===== src/rtl/instr_sequencer_pkg.sv =====
// Shared opcode constants, sequencer state encoding and opcode decode helper.
package instr_sequencer_pkg;

  localparam logic [1:0] OP_ADD   = 2'b00;
  localparam logic [1:0] OP_LOAD  = 2'b01;
  localparam logic [1:0] OP_STORE = 2'b10;
  localparam logic [1:0] OP_STOP  = 2'b11;

  typedef enum logic [1:0] {
    ST_IDLE  = 2'd0,
    ST_RUN   = 2'd1,
    ST_DRAIN = 2'd2
  } state_e;

  function automatic logic op_is_stop(input logic [1:0] op);
    logic stop;
    stop = 1'b0;
    case (op)
      OP_ADD, OP_LOAD, OP_STORE: stop = 1'b0;
      OP_STOP:                   stop = 1'b1;
      default:                   stop = 1'b0;
    endcase
    return stop;
  endfunction

endpackage


===== src/rtl/instr_sequencer_prog_mem.sv =====
// Program memory: synchronous write port, combinational read port, contents never reset.
module prog_mem #(
  parameter int INSTR_W = 8,
  parameter int DEPTH   = 32,
  parameter int ADDR_W  = 5
) (
  input  logic               clk_i,
  input  logic               we_i,
  input  logic [ADDR_W-1:0]  waddr_i,
  input  logic [INSTR_W-1:0] wdata_i,
  input  logic [ADDR_W-1:0]  raddr_i,
  output logic [INSTR_W-1:0] rdata_o
);

  logic [INSTR_W-1:0] mem_q [DEPTH];

  always_ff @(posedge clk_i) begin
    if (we_i) begin
      mem_q[waddr_i] <= wdata_i;
    end
  end

  assign rdata_o = mem_q[raddr_i];

endmodule


===== src/rtl/instr_sequencer.sv =====
// Instruction sequencer: fetches program words from prog_mem and streams them out
// over a valid/ready port until a stop opcode, end of memory, or abort.
module instr_sequencer
  import instr_sequencer_pkg::*;
#(
  parameter int INSTR_W = 8,
  parameter int DEPTH   = 32,
  parameter int LOOP    = 0,
  localparam int ADDR_W = (DEPTH > 1) ? $clog2(DEPTH) : 1
) (
  input  logic               clk,
  input  logic               clear,
  input  logic               prog_we,
  input  logic [ADDR_W-1:0]  prog_addr,
  input  logic [INSTR_W-1:0] prog_data,
  input  logic               start,
  input  logic               abort,
  input  logic               instr_ready,
  output logic               instr_valid,
  output logic [INSTR_W-1:0] instruction,
  output logic [ADDR_W-1:0]  address,
  output logic               busy,
  output logic               done,
  output logic               overrun
);

  localparam logic [ADDR_W-1:0] LAST_ADDR = ADDR_W'(DEPTH - 1);

  state_e             state_q, state_d;
  logic [ADDR_W-1:0]  pc_q, pc_d;
  logic [ADDR_W-1:0]  address_q, address_d;
  logic [INSTR_W-1:0] instruction_q, instruction_d;
  logic               valid_q, valid_d;
  logic               done_q, done_d;
  logic               overrun_q, overrun_d;
  logic               ovr_pend_q, ovr_pend_d;

  logic [INSTR_W-1:0] mem_rdata;
  logic               mem_we;
  logic               can_fetch;
  logic               handshake;
  logic               word_stop;
  logic               at_last;

  // Loading is only allowed while idle so a running program can never be altered.
  assign mem_we = prog_we && (state_q == ST_IDLE);

  prog_mem #(
    .INSTR_W (INSTR_W),
    .DEPTH   (DEPTH),
    .ADDR_W  (ADDR_W)
  ) u_prog_mem (
    .clk_i   (clk),
    .we_i    (mem_we),
    .waddr_i (prog_addr),
    .wdata_i (prog_data),
    .raddr_i (pc_q),
    .rdata_o (mem_rdata)
  );

  assign can_fetch = !valid_q || instr_ready;
  assign handshake = valid_q && instr_ready;
  assign word_stop = op_is_stop(mem_rdata[INSTR_W-1 -: 2]);
  assign at_last   = (pc_q == LAST_ADDR);

  always_comb begin
    state_d       = state_q;
    pc_d          = pc_q;
    address_d     = address_q;
    instruction_d = instruction_q;
    valid_d       = valid_q;
    done_d        = 1'b0;
    overrun_d     = overrun_q;
    ovr_pend_d    = ovr_pend_q;

    case (state_q)
      ST_IDLE: begin
        if (start) begin
          pc_d       = '0;
          overrun_d  = 1'b0;
          ovr_pend_d = 1'b0;
          state_d    = ST_RUN;
        end
      end
      ST_RUN: begin
        if (can_fetch) begin
          instruction_d = mem_rdata;
          address_d     = pc_q;
          valid_d       = 1'b1;
          pc_d          = pc_q + 1'b1;
          if (word_stop) begin
            state_d = ST_DRAIN;
          end else if (at_last) begin
            if (LOOP != 0) begin
              pc_d = '0;
            end else begin
              state_d    = ST_DRAIN;
              ovr_pend_d = 1'b1;
            end
          end
        end
      end
      ST_DRAIN: begin
        if (handshake) begin
          valid_d = 1'b0;
          state_d = ST_IDLE;
          if (ovr_pend_q) begin
            overrun_d = 1'b1;
          end else begin
            done_d = 1'b1;
          end
        end
      end
      default: state_d = ST_IDLE;
    endcase

    // Abort overrides everything, including a start in the same cycle.
    if (abort) begin
      state_d       = ST_IDLE;
      pc_d          = pc_q;
      address_d     = address_q;
      instruction_d = instruction_q;
      valid_d       = 1'b0;
      done_d        = 1'b0;
      overrun_d     = overrun_q;
      ovr_pend_d    = 1'b0;
    end
  end

  always_ff @(posedge clk or posedge clear) begin
    if (clear) begin
      state_q       <= ST_IDLE;
      pc_q          <= '0;
      address_q     <= '0;
      instruction_q <= '0;
      valid_q       <= 1'b0;
      done_q        <= 1'b0;
      overrun_q     <= 1'b0;
      ovr_pend_q    <= 1'b0;
    end else begin
      state_q       <= state_d;
      pc_q          <= pc_d;
      address_q     <= address_d;
      instruction_q <= instruction_d;
      valid_q       <= valid_d;
      done_q        <= done_d;
      overrun_q     <= overrun_d;
      ovr_pend_q    <= ovr_pend_d;
    end
  end

  assign instr_valid = valid_q;
  assign instruction = instruction_q;
  assign address     = address_q;
  assign busy        = (state_q != ST_IDLE);
  assign done        = done_q;
  assign overrun     = overrun_q;

endmodule


===== config.mk =====
export PLATFORM = sky130hd
export DESIGN_NAME = instr_sequencer
export DESIGN_NICKNAME = d
export VERILOG_FILES = /design/src/rtl/instr_sequencer_pkg.sv /design/src/rtl/instr_sequencer_prog_mem.sv /design/src/rtl/instr_sequencer.sv
export SDC_FILE = /design/constraint.sdc
export NUM_CORES = 1
export LEC_CHECK = 0
export CAP_MARGIN = 25
export CORE_ASPECT_RATIO = 0.8
export CORE_MARGIN = 1
export CORE_UTILIZATION = 40
export DETAILED_ROUTE_END_ITERATION = 7
export PLACE_DENSITY = 0.68
export SLEW_MARGIN = 40
export SYNTH_ARGS = -nofsm -noshare
export SYNTH_HDL_FRONTEND = slang
export SYNTH_SLANG_ARGS = --single-unit

===== constraint.sdc =====
create_clock -name clk -period 2.1 [get_ports clk]
set_input_delay 0.42 -clock clk [delete_from_list [all_inputs] [get_ports clk]]
set_output_delay 0.42 -clock clk [all_outputs]
set_load 0.01 [all_outputs]

==> impl_metrics.sql <==
INSERT INTO impl_metrics (metric_group, metric, value, unit) VALUES
('placement', 'portBuffers', '35', ''),
('clock_tree', 'clock-sinks', '280', ''),
('yosys', 'synth.most_common_cell', 'edfxtp_1', ''),
('finish', 'synthToLayoutAreaGrowth', '24.1', '%'),
('outcome', 'failing_checks', 'negative setup slack', ''),
('yosys', 'syn-instance-count', '599', ''),
('clock_tree', 'path_clk_slew', '70', 'ps'),
('power_and_ir_drop', 'powerDensity', '1070', 'nW/um2'),
('clock_tree', 'cts_buffers', '27', ''),
('outcome', 'status', 'complete, but fails checks', ''),
('timing', 'maxSlewHeadroom', '65.3', '%'),
('clock_tree', 'clock_latency_on_the_worst_skew_pair', '550', 'ps'),
('route', 'postRouteAntennaNets', '0', ''),
('hold_path', 'hp-class', 'primary input to asynchronous set/reset pin', ''),
('grt', 'tot_gr_track_use', '19.3', '%'),
('timing', 'rsz_0062_raised_after_global_routing', 'yes', ''),
('yosys', 'post-synth-top-area-fraction', '68.9', '%'),
('floorplanning', 'start_util', '40.8', '%'),
('yosys', 'synth_enable_flop_cells', '256', ''),
('power_and_ir_drop', 'vdd_drop_max', '0.737', 'mV'),
('yosys', 'ys_async_sr_fraction', '8.57', '%'),
('yosys', 'post_synthesis_cell_type_with_the_largest_combined_area', 'edfxtp_1', ''),
('floorplanning', 'die_w', '189', 'um'),
('route', 'route.detailed.drc', '0', ''),
('timing', 'period_needed', '2170', 'ps'),
('timing', 'setup_viol_count_final', '5', ''),
('setup_path', 'cp_data_arrival_time', '2600', 'ps'),
('floorplanning', 'floorplan.rows', '54', ''),
('yosys', 'ys_seq_elements', '280', ''),
('yosys', 'postSynthNetCount', '620', ''),
('timing', 'final.setup_skew', '17.9', 'ps'),
('route', 'drtPass1Iterations', '5', ''),
('setup_path', 'setup.worst_path.end_class', 'flop', ''),
('timing', 'final-hold-violation-count', '0', ''),
('clock_tree', 'cts_root_buf', 'clkbuf_16', ''),
('placement', 'place_hpwl', '17.5', 'mm'),
('floorplanning', 'design.die.area', '28600', 'um2'),
('flow_run', 'drv.max_cap_violation_count', '0', ''),
('yosys', 'post_synth.cell_area_avg', '18.6', 'um2'),
('grt', 'grt_max_degree', '33', ''),
('route', 'route.detailed.vias_per_inst', '5.59', ''),
('route', 'route.detailed.wl_per_inst', '24.1', 'um'),
('yosys', 'ys_top_cells_by_area', 'edfxtp_1, mux4_2, dfrtp_1', ''),
('finish', 'share_of_the_core_filled_with_cells', '50.6', '%'),
('grt', 'grt_overflow', '0', ''),
('setup_path', 'cp_max_fo', '6', ''),
('yosys', 'ys_seq_area_share', '74.3', '%'),
('setup_path', 'setup.worst_path.start_class', 'flop', ''),
('setup_path', 'setup.reg_to_reg.worst_slack', '-70', 'ps'),
('floorplanning', 'die_h', '151', 'um'),
('timing', 'clock.fmax', '0.461', 'GHz'),
('yosys', 'synth_cell_types', '40', ''),
('clock_tree', 'cts_tree', 'yes', ''),
('timing', 'setup_ws', '-69.1', 'ps'),
('finish', 'n_antenna_cell', '0', ''),
('floorplanning', 'ios', '36', ''),
('timing', 'tightest_slew', '518', 'ps'),
('route', 'dr.first_iter.drc_count', '780', ''),
('power_and_ir_drop', 'leakage_power_of_the_design', '0.00465', 'uW'),
('floorplanning', 'placeableCoreArea', '27400', 'um2'),
('placement', 'globalplace.congestion', '0.925', ''),
('route', 'total_via_count_in_the_routed_design', '6315', ''),
('grt', 'grt_first_pass_wirelength', '39.9', 'mm'),
('setup_path', 'timing_worst_setup_path_type', 'flop to flop', ''),
('yosys', 'synth_top_flop_cell', 'edfxtp_1', ''),
('finish', 'fraction_of_final_layout_cells_with_drive_strength_greater_than_1', '31.6', '%'),
('yosys', 'synth_common_cells', 'edfxtp_1, nand2_1, nor2_1', ''),
('power_and_ir_drop', 'power.total', '14800', 'uW'),
('yosys', 'yosys_warnings', '0', ''),
('grt', 'grt_antenna_before_repair', '1', ''),
('grt', 'grt_pass1_vias', '6237', ''),
('clock_tree', 'cts_max_path_buffers', '3', ''),
('timing', 'final_worst_path_period_share', '103', '%'),
('route', 'final_routed_wirelength', '27.3', 'mm'),
('finish', 'nFillCells', '2200', ''),
('placement', 'dpl_worst_slack', '-217', 'ps'),
('setup_path', 'critical_path_required', '2530', 'ps'),
('timing', 'timing_max_transition_violations_final', '0', ''),
('clock_tree', 'cts_max_level', '1', ''),
('clock_tree', 'ctsHoldBuffers', '0', ''),
('yosys', 'synth_area', '11200', 'um2'),
('finish', 'layout.nets', '768', ''),
('setup_path', 'timing.reg2reg.worst_path_depth', '7', '');
## final timing paths
kind / from / end
worst max-delay path: pc_q[0] / instruction[2]
worst min-delay path: clear / instruction[0]
worst max register to register: pc_q[0] / instruction[2]
worst min register to register: address[4] / address[4]
max in group asynchronous: clear / pc_q[1]
min in group clk: address[4] / address[4]
## power breakdown
group / switching (uW) / internal, uW / total [uW]
sequential: 154 / 6260 / 6410
clock: 2050 / 2540 / 4590
combinational: 1820 / 1990 / 3800
total: 4020 / 10800 / 14800
## stage by stage
step,cells,TNS (ps),hold slack [ps],area [um2]
after detailed placement,1067,-5640,473,12600
after floorplan,599,-4770,423,11200
final,1130,-219,203,13800
after CTS,1122,-219,197,13700
after global routing,1130,-643,240,13800
after global placement,1067,-2200,462,12600
## placed cells by master, fill, tap and decap left out, types with 8 or more instances in the layout
master / netlist / routed
a22oi_1: 16 / 11
buf_12: 0 / 11
buf_4: 5 / 97
clkbuf_16: 0 / 28
clkdlybuf4s50_1: 0 / 34
clkinv_2: 0 / 8
dfrtp_1: 24 / 22
edfxtp_1: 256 / 256
mux2i_1: 33 / 30
mux4_2: 34 / 47
nand2_1: 49 / 49
nor2_1: 44 / 42
o21ai_1: 6 / 10
## repair_timing
action	in CTS	in global routing
buffers inserted	4	8
pin swaps	6	18
setup endpoints to repair	12	10
gates cloned	3	1
gates resized for setup	35	34
## worst max-delay path, stage by stage, from the launching register on
cell and delay, ps:
dfrtp_2 410, buf_12 150, buf_12 150, buf_12 130, mux4_2 490, mux4_2 480, a21oi_2 160, o21ai_1 90
## layout make-up
cell class | instances | area [um2] | area share, %
well taps | 364 | 455 | 3.29
clock buffers | 33 | 708 | 5.12
inverters | 5 | 18.8 | 0.136
multi-input cells | 283 | 2810 | 20.3
clock inverters | 15 | 125 | 0.904
repair buffers | 150 | 1430 | 10.3
flip-flops and latches | 280 | 8290 | 59.9
## cell families after synthesis
family	synth area share [%]
AOI/OAI and AO/OA	3.78
DFF	74.3
and+or+nand+nor	5.32
adders and majority gates	0.224
muxes	14.5
buffers and inverters	1.74
xor gates and xnor gates	0.0786
## flip-flops by register name, indices dropped and copies added (netlist names)
name,cells
u_prog_mem.mem_q,256
instruction,8
address,5
pc_q,5
state_q,2
done,1
instr_valid,1
overrun,1
ovr_pend_q,1
## layer usage
metal | share of wire, % | GRT usage [%] | up-vias | routed length [um]
met5 | 0 | 0 | - | 0
met4 | 2.7 | 5.28 | 0 | 732
met3 | 9.7 | 3.54 | 51 | 2640
met2 | 46 | 30.1 | 360 | 12400
met1 | 42 | 27.9 | 3207 | 11500
li1 | - | - | 2697 | -
(Power assumes the default switching activity.)
